==> src/rtl/decoder3_8_seq.sv <==
// decoder3_8_seq: registered 3-to-8 one-hot decoder with a valid/ready input
// handshake. When DECODER3_8_SCAN_EN is defined, the block also has a self-timed
// scan mode. In that mode the one-hot output walks 0..7 and holds each position
// for dwell+1 cycles.
module decoder3_8_seq #(
    parameter int DWELL_W = 4
) (
    input  logic               clk,
    input  logic               rst,
    input  logic               en,
    input  logic               in_valid,
    input  logic [2:0]         in_code,
    output logic               in_ready,
    input  logic               scan,
    input  logic [DWELL_W-1:0] dwell,
    output logic [7:0]         out,
    output logic               out_valid,
    output logic               scan_done
);

`ifdef DECODER3_8_SCAN_EN

    typedef enum logic [1:0] {IDLE, HOLD, SCAN} state_t;

    state_t             state;
    logic [DWELL_W-1:0] dwell_lat;
    logic [DWELL_W-1:0] dwell_cnt;
    logic [2:0]         scan_idx;
    logic               transfer;

    assign in_ready = en && (state != SCAN);
    assign transfer = in_valid && in_ready;

    // Main state machine: disable beats a transfer, and a transfer beats a scan request
    always_ff @(posedge clk or posedge rst) begin
        if (rst) begin
            state     <= IDLE;
            out       <= 8'h00;
            out_valid <= 1'b0;
            scan_done <= 1'b0;
            dwell_lat <= '0;
            dwell_cnt <= '0;
            scan_idx  <= 3'd0;
        end else begin
            scan_done <= 1'b0;
            if (!en) begin
                state     <= IDLE;
                out       <= 8'h00;
                out_valid <= 1'b0;
                dwell_cnt <= '0;
                scan_idx  <= 3'd0;
            end else begin
                case (state)
                    IDLE: begin
                        if (transfer) begin
                            out       <= 8'h01 << in_code;
                            out_valid <= 1'b1;
                            state     <= HOLD;
                        end else if (scan) begin
                            dwell_lat <= dwell;
                            dwell_cnt <= '0;
                            scan_idx  <= 3'd0;
                            out       <= 8'h01;
                            out_valid <= 1'b1;
                            state     <= SCAN;
                        end
                    end
                    HOLD: begin
                        if (transfer) begin
                            out       <= 8'h01 << in_code;
                            out_valid <= 1'b1;
                        end
                    end
                    SCAN: begin
                        if (!scan) begin
                            out       <= 8'h00;
                            out_valid <= 1'b0;
                            dwell_cnt <= '0;
                            scan_idx  <= 3'd0;
                            state     <= IDLE;
                        end else if (dwell_cnt == dwell_lat) begin
                            dwell_cnt <= '0;
                            if (scan_idx == 3'd7) begin
                                out       <= 8'h00;
                                out_valid <= 1'b0;
                                scan_done <= 1'b1;
                                scan_idx  <= 3'd0;
                                state     <= IDLE;
                            end else begin
                                scan_idx <= scan_idx + 3'd1;
                                out      <= 8'h01 << (scan_idx + 3'd1);
                            end
                        end else begin
                            dwell_cnt <= dwell_cnt + 1'b1;
                        end
                    end
                    default: begin
                        state     <= IDLE;
                        out       <= 8'h00;
                        out_valid <= 1'b0;
                    end
                endcase
            end
        end
    end

`else

    typedef enum logic [0:0] {IDLE, HOLD} state_t;

    state_t state;
    logic   transfer;
    logic   scan_inputs_unused;

    assign in_ready           = en;
    assign transfer           = in_valid && in_ready;
    assign scan_done          = 1'b0;
    assign scan_inputs_unused = ^{scan, dwell};

    // Pure handshaked decoder: disable clears, and a transfer loads a new one-hot value
    always_ff @(posedge clk or posedge rst) begin
        if (rst) begin
            state     <= IDLE;
            out       <= 8'h00;
            out_valid <= 1'b0;
        end else if (!en) begin
            state     <= IDLE;
            out       <= 8'h00;
            out_valid <= 1'b0;
        end else if (transfer) begin
            out       <= 8'h01 << in_code;
            out_valid <= 1'b1;
            state     <= HOLD;
        end
    end

`endif

endmodule

==> config.mk <==
export PLATFORM = sky130hd
export DESIGN_NAME = decoder3_8_seq
export DESIGN_NICKNAME = d
export VERILOG_FILES = /design/src/rtl/decoder3_8_seq.sv
export SDC_FILE = /design/constraint.sdc
export NUM_CORES = 1
export LEC_CHECK = 0
export ABC_AREA = 1
export ABC_CLOCK_PERIOD_IN_PS = 800
export BUFFER_PORTS_ARGS = -buffer_cell sky130_fd_sc_hd__buf_4
export CAP_MARGIN = 15
export CORE_AREA = 3 3 40 42
export DETAILED_ROUTE_END_ITERATION = 8
export DIE_AREA = 0 0 43 45
export PLACE_DENSITY = 0.66
export SLEW_MARGIN = 15
export SYNTH_ARGS = -nofsm -noshare
export SYNTH_HDL_FRONTEND = slang
export SYNTH_SLANG_ARGS = --single-unit
==> constraint.sdc <==
create_clock -name clk -period 0.8 [get_ports clk]
set_input_delay 0.12 -clock clk [delete_from_list [all_inputs] [get_ports clk]]
set_output_delay 0.12 -clock clk [all_outputs]
set_load 0.01 [all_outputs]
# --- Yosys cells after proc, flatten, opt, wreduce, memory -nomap -nowiden ---
# Index checks and enable logic that the tools add are counted.
op_classes:
  eq_ne: 1
  shifts: 1
  n_mux: 4
  n_reduce_logical: 1
ops:
  columns: ["op", "count"]
  rows:
  - ["$mux 8", 2]
  - ["$shl 1x3->8 const A", 1]
  - ["$mux 1", 2]
  - ["$ne 2x1->1 const B", 1]
  - ["$logic_and 1x1->1", 1]
word_totals:
  reg_bits: 9
  output_inout_bits: 11
  word_cells: 9

# --- Longest topological paths before layout ---
# Gate-level depths: netlist (run 1).
depth:
  ltp_word: 3
  ltp_mapped: 4

# --- Worst setup path before layout (run 1) ---
# OpenSTA, ideal clock, no wires.
synth_path:
  path_kind: "reg2reg"
  startpoint: "register, netlist name out_valid"
  endpoint: "register out_valid"
  setup_ns: 0.119
  arrival_ns: 0.530
  required_ns: 0.681
  slack_ns: 0.150
  stages_incl_launch_ff: 3
  n_path_buf: 0
  period_less_slack_ns: 0.650
  cell_sequence: "dfrtp_1 -> nor2_1 -> nor2_1"
synth_lines:
  columns: ["element", "line", "text"]
  rows:
  - ["to (signal assigned)", "125", "out_valid <= 1'b0;"]
  - ["to (signal assigned)", "129", "out_valid <= 1'b0;"]
  - ["to (signal assigned)", "132", "out_valid <= 1'b1;"]
  - ["to (decl)", "17", "output logic out_valid,"]

# --- Worst setup path in the final report (run 1) ---
layout_path:
  startpoint: "register out[0]"
  endpoint: "output port out[0]"
layout_lines:
  columns: ["element", "line", "text"]
  rows:
  - ["from (decl)", "16", "output logic [7:0] out,"]
  - ["from (signal assigned)", "131", "out <= 8'h01 << in_code;"]
# No word-level cell between the ends.

==> results of run 1 <==
how the worst min path moves through the flow:
stage | cells after the start | slack (ns) | startpoint | end
after floorplan | 1 | -0.05 | rst | out[0]$_DFFE_PP0P_
after global placement | 2 | 0.11 | rst | out[6]$_DFFE_PP0P_
after detailed placement | 2 | 0.11 | rst | out[6]$_DFFE_PP0P_
after CTS | 3 | 0.12 | in_valid | out_valid$_DFFE_PP0P_
after global routing | 3 | 0.15 | in_code[2] | out[5]$_DFFE_PP0P_
final | 3 | 0.12 | in_valid | out_valid$_DFFE_PP0P_
power breakdown:
part | internal (mW) | switching [mW]
logic | 0.0769 | 0.0750
clock network | 0.192 | 0.156
registers | 0.468 | 0.00881
layer usage:
layer,up-vias,GRT usage,share of wire
met3,4,0.0438,0.097
met2,16,0.162,0.45
met1,177,0.126,0.42
met5,-,0,0
met4,0,0.127,0.038
li1,202,-,-
state kept, by name, indices dropped and copies added (netlist names):
signal	flops
out	8
out_valid	1
cell families after synthesis:
group	Yosys count	synth area share
buf+inv	8	0.0914
simple gates	32	0.338
other cells	1	0.00914
compound gates	1	0.0122
flops	9	0.549
tightest hold or removal path, cell delays in order:
cell	delay, ns
buf_4	0.11
nor2_2	0.04
nor2_1	0.07
metrics by stage:
step / power (mW) / hold WS (ns) / worst slack [ns] / util
detailed placement: 0.607 / 0.113 / 0.120 / 0.416
CTS: 0.977 / 0.121 / -0.105 / 0.488
global placement: 0.605 / 0.110 / 0.127 / 0.416
finish: 0.977 / 0.121 / -0.0974 / 0.517
global route: 1.03 / 0.152 / -0.130 / 0.517
floorplan: 0.544 / -0.0521 / 0.150 / -
cells in the mapped netlist (all sizes together):
cell type	count	area [um^2]
nand3	7	35.0
nor2	7	33.8
buf	2	15.0
inv	6	22.5
nand2	18	70.1
o21ai	1	5.00
dfrtp	9	225
conb	1	3.75
timing repair:
action                                  CTS  global route
hold buffers                              1             0
endpoints found under the setup margin    9            10
resized for setup                         9             6
setup buffers                             3             3
hold endpoints to repair                  9             0
pin swaps                                 0             3
cell type report:
type / instances / area [um^2] / share of cell area
Sequential cell: 9 / 225 / 0.339
Timing Repair Buffer: 23 / 216 / 0.326
Multi-Input combinational cell: 34 / 155 / 0.234
Clock buffer: 4 / 26.3 / 0.0395
Inverter: 6 / 22.5 / 0.0339
Tap cell: 15 / 18.8 / 0.0282
==> impl_metrics.toml, run 1 <==
[critical_path]
critPathMaxStageDelay_ns = 0.39
reg2reg_depth = 4
crit_slowest_cell = "dfrtp_1"
worst-setup-path-type = "register to output port"
crit_family = "flip-flops"
r2r-start = "out[5]$_DFFE_PP0P_"
crit_arrival_ns = 0.78
crit_path_end_kind = "output port"
cp-endpoint = "out[0]"
crit_fanout = 2
worstReg2RegEnd = "out[5]$_DFFE_PP0P_"
worst-path-stages = 1
critPathLaunch = "out[0]$_DFFE_PP0P_"
crit_required_ns = 0.68
critPathLaunchType = "register"
path_cells = "buf_6"
path_buf_inv = 1
reg2reg_slack_ns = -0.03

[yosys]
synth.distinct_cells = 11
ys_ff_latch = 9
syn_area_um2 = 410
yosys_warnings = 0
synth.avg_cell_area_um2 = 8.05
syn-num-nets = 63
ys_seq_area_frac = 0.549
synthCells = 51

[floorplan]
die-area_um2 = 1940
initial_core_util = 0.319
core-area_um2 = 1280
core.rowCount = 13
die_h_um = 45
pin_count = 23
die_w_um = 43

[place]
portBuffers = 16
routabilityCongestion = 0.707
dpl.hpwl_um = 631
place_inst = 80
placed_area_um2 = 534

[route]
wirelength_um = 898
drcViolationCount = 0
drtIter0Drc = 2
via_per_inst = 4.38
via_count = 399
wl_per_cell_um = 9.87
drt-pass1-iter-count = 3
ant_nets = 0

[final_layout]
num_antenna_cells = 0
nets = 89
n_fill_cell = 116
fin_area_um2 = 664
final_cell_mix = "15 x nand2_1, 11 x buf_4, 11 x buf_6, 9 x dfrtp_1, 7 x nand3_1"
final_cells = 91
final_common_cell = "nand2_1"
layout-drive-gt1-share = 0.408
area_growth_pct = 61.9

[clock_tree]
cts_root_buffer = "clkbuf_4"
cts_tree = "built"
cts_made_buffers = 3
cts.htree.levels = 1
clkLatencyLatePin_ns = 0.26
cts_sinks = 9
clockBufferDepth = 2
cts.reportedPaths.clkPinSlew_ns = 0.06

[pwr]
power.leakage_nw = 0.381
irDropWorstVdd_mv = 0.689
power.density_nw_per_um2 = 1470

[global_routing]
grt_usage = 0.115
grt_first_pass_wirelength_um = 1530
grt_overflow = 0
antenna_found_initial = 0
grt_max_degree = 10
first_global_vias = 365

[sta]
fin_crit_ns = 0.897
fin_tns_setup_ns = -0.848
min_period_over_period = 1.12
skew_ns = 0
finalHoldViolations = 0
rsz0062_at_grt = "yes"
fin_ws_ns = -0.0974
drv_slew = 0
max_freq_mhz = 1110
setup_viol = 11

[hold_path]
min_path_type = "input pin to register"

[outcome]
status = "finished with violations"
violations = "negative setup slack"

[job]
maxCapViolations = 0
No activity file was read; power rests on OpenSTA's default activity.
==> run 2: changes to the inputs <==
--- a/config.mk
+++ b/config.mk
@@ -10,10 +10,10 @@
 export BUFFER_PORTS_ARGS = -buffer_cell sky130_fd_sc_hd__buf_4
 export CAP_MARGIN = 15
 export CORE_AREA = 3 3 40 42
+export CTS_BUF_LIST = sky130_fd_sc_hd__clkbuf_2 sky130_fd_sc_hd__clkbuf_4 sky130_fd_sc_hd__clkbuf_8
 export DETAILED_ROUTE_END_ITERATION = 8
 export DIE_AREA = 0 0 43 45
 export PLACE_DENSITY = 0.66
-export SLEW_MARGIN = 15
 export SYNTH_ARGS = -nofsm -noshare
 export SYNTH_HDL_FRONTEND = slang
 export SYNTH_SLANG_ARGS = --single-unit
==> run 2 against run 1 <==
  * Worst setup slack gained 0.0019 ns
  * The flow still finishes with violations (negative setup slack)
  * Combinational power is essentially flat
  * Largest power group unchanged
  * Fmax grew 0.22%
  * Die area is the same
  * Clock skew is the same
  * Utilization grew 0.29 points
  * Global-route usage shrank 0.66 points
  * Final area grew 0.57%
  * Sequential share of layout area shrank 0.19 points
==> impl_metrics.toml, run 2 (synthesis gave the netlist of run 1 again) <==
[critical_path]
reg2reg_slack_ns = -0.03
critPathLaunchType = "register"
crit_family = "flip-flops"
path_buf_inv = 1
worst-setup-path-type = "register to output port"
crit_path_end_kind = "output port"
crit_arrival_ns = 0.78
crit_slowest_cell = "dfrtp_1"
critPathMaxStageDelay_ns = 0.39
path_cells = "buf_6"
crit_required_ns = 0.68
crit_fanout = 2

[global_routing]
grt_first_pass_wirelength_um = 1520
first_global_vias = 372
grt_overflow = 0
grt_max_degree = 10
antenna_found_initial = 0
grt_usage = 0.108

[final_layout]
final_cells = 91
final_cell_mix = "15 x nand2_1, 11 x buf_4, 11 x buf_6, 9 x dfrtp_1, 7 x nand3_1"
largest_register_ffs = 8
layout-drive-gt1-share = 0.421
final_common_cell = "nand2_1"
reg.largest.list = "out (8), out_valid (1)"
area_growth_pct = 62.8
finish.utilization = 0.520
nets = 89
num_antenna_cells = 0
largest_register = "out"

[route]
wirelength_um = 893
drcViolationCount = 0
via_count = 406
drtIter0Drc = 6
wl_per_cell_um = 9.81
drt-pass1-iter-count = 4
via_per_inst = 4.46
ant_nets = 0

[floorplan]
die-area_um2 = 1940
initial_core_util = 0.319
die_w_um = 43
pin_count = 23
die_h_um = 45
core.rowCount = 13
core-area_um2 = 1280

[outcome]
status = "finished with violations"
violations = "negative setup slack"

[job]
maxCapViolations = 0

[sta]
min_period_over_period = 1.12
drv_slew = 0
rsz0062_at_grt = "yes"
fin_ws_ns = -0.0954
skew_ns = 0
fin_tns_setup_ns = -0.828
max_freq_mhz = 1120
finalHoldViolations = 0
fin_crit_ns = 0.895
setup_viol = 11

[clock_tree]
clockBufferDepth = 2
cts.reportedPaths.clkPinSlew_ns = 0.06
cts_sinks = 9
cts_made_buffers = 3
cts.htree.levels = 1
cts_root_buffer = "clkbuf_4"
clkLatencyLatePin_ns = 0.25
cts_tree = "built"

[place]
portBuffers = 16
dpl.hpwl_um = 631
routabilityCongestion = 0.707
place_inst = 80

[pwr]
power.density_nw_per_um2 = 1510
power.leakage_nw = 0.384
irDropWorstVdd_mv = 0.684

[hold_path]
min_path_type = "input pin to register"
==> run 2: final cells by class <==
class | instances | area, um^2
clock buffers | 4 | 30.0
repair buffers | 23 | 216
flip-flops and latches | 9 | 225
fillers | 116 | 617
multi-input cells | 34 | 155
inverters | 6 | 22.5
well taps | 15 | 18.8
==> run 2: final timing paths <==
check                      cells after the start          startpoint                    end
max                                            1  out[0]$_DFFE_PP0P_                 out[0]
min                                            3            in_valid  out_valid$_DFFE_PP0P_
max reg2reg                                    4  out[5]$_DFFE_PP0P_     out[5]$_DFFE_PP0P_
min reg2reg                                    2  out[2]$_DFFE_PP0P_     out[2]$_DFFE_PP0P_
max in group asynchronous                      3                 rst     out[2]$_DFFE_PP0P_
min in group asynchronous                      3                 rst     out[5]$_DFFE_PP0P_
==> run 2: power by group <==
group	internal (mW)	switching [mW]	total, mW	leakage [nW]
sequential	0.468	0.00880	0.477	0.123
clock	0.226	0.153	0.379	0.0184
combinational	0.0769	0.0757	0.153	0.243
==> run 2: what timing repair did <==
| item | 4_1_cts | 5_1_grt |
|---|---|---|
| setup buffers | 3 | 3 |
| hold endpoints to repair | 9 | 0 |
| hold buffers | 1 | 0 |
| pin swaps | 0 | 3 |
| endpoints found under the setup margin | 9 | 10 |
| resized for setup | 9 | 6 |
==> run 2: metrics by stage <==
| stage | setup WS, ns | area, um^2 | power (mW) | hold slack [ns] |
|---|---|---|---|---|
| finish | -0.0954 | 668 | 1.01 | 0.124 |
| global route | -0.126 | 668 | 1.06 | 0.156 |
| CTS | -0.102 | 631 | 1.01 | 0.124 |
| detailed placement | 0.120 | 534 | 0.607 | 0.113 |
| global placement | 0.127 | 534 | 0.605 | 0.110 |
| floorplan | 0.150 | 410 | 0.544 | -0.0521 |
==> run 2: worst min-delay path, stage by stage <==
cell and delay [ns]:
buf_4 0.11, nor2_2 0.04, nor2_1 0.07
==> run 2: routing by layer <==
metal  share of wire  up-vias  track usage
met5               0        -            0
met4           0.010        0       0.0723
met3           0.099        2       0.0438
met2            0.45       15        0.165
met1            0.44      186        0.126
li1                -      203            -
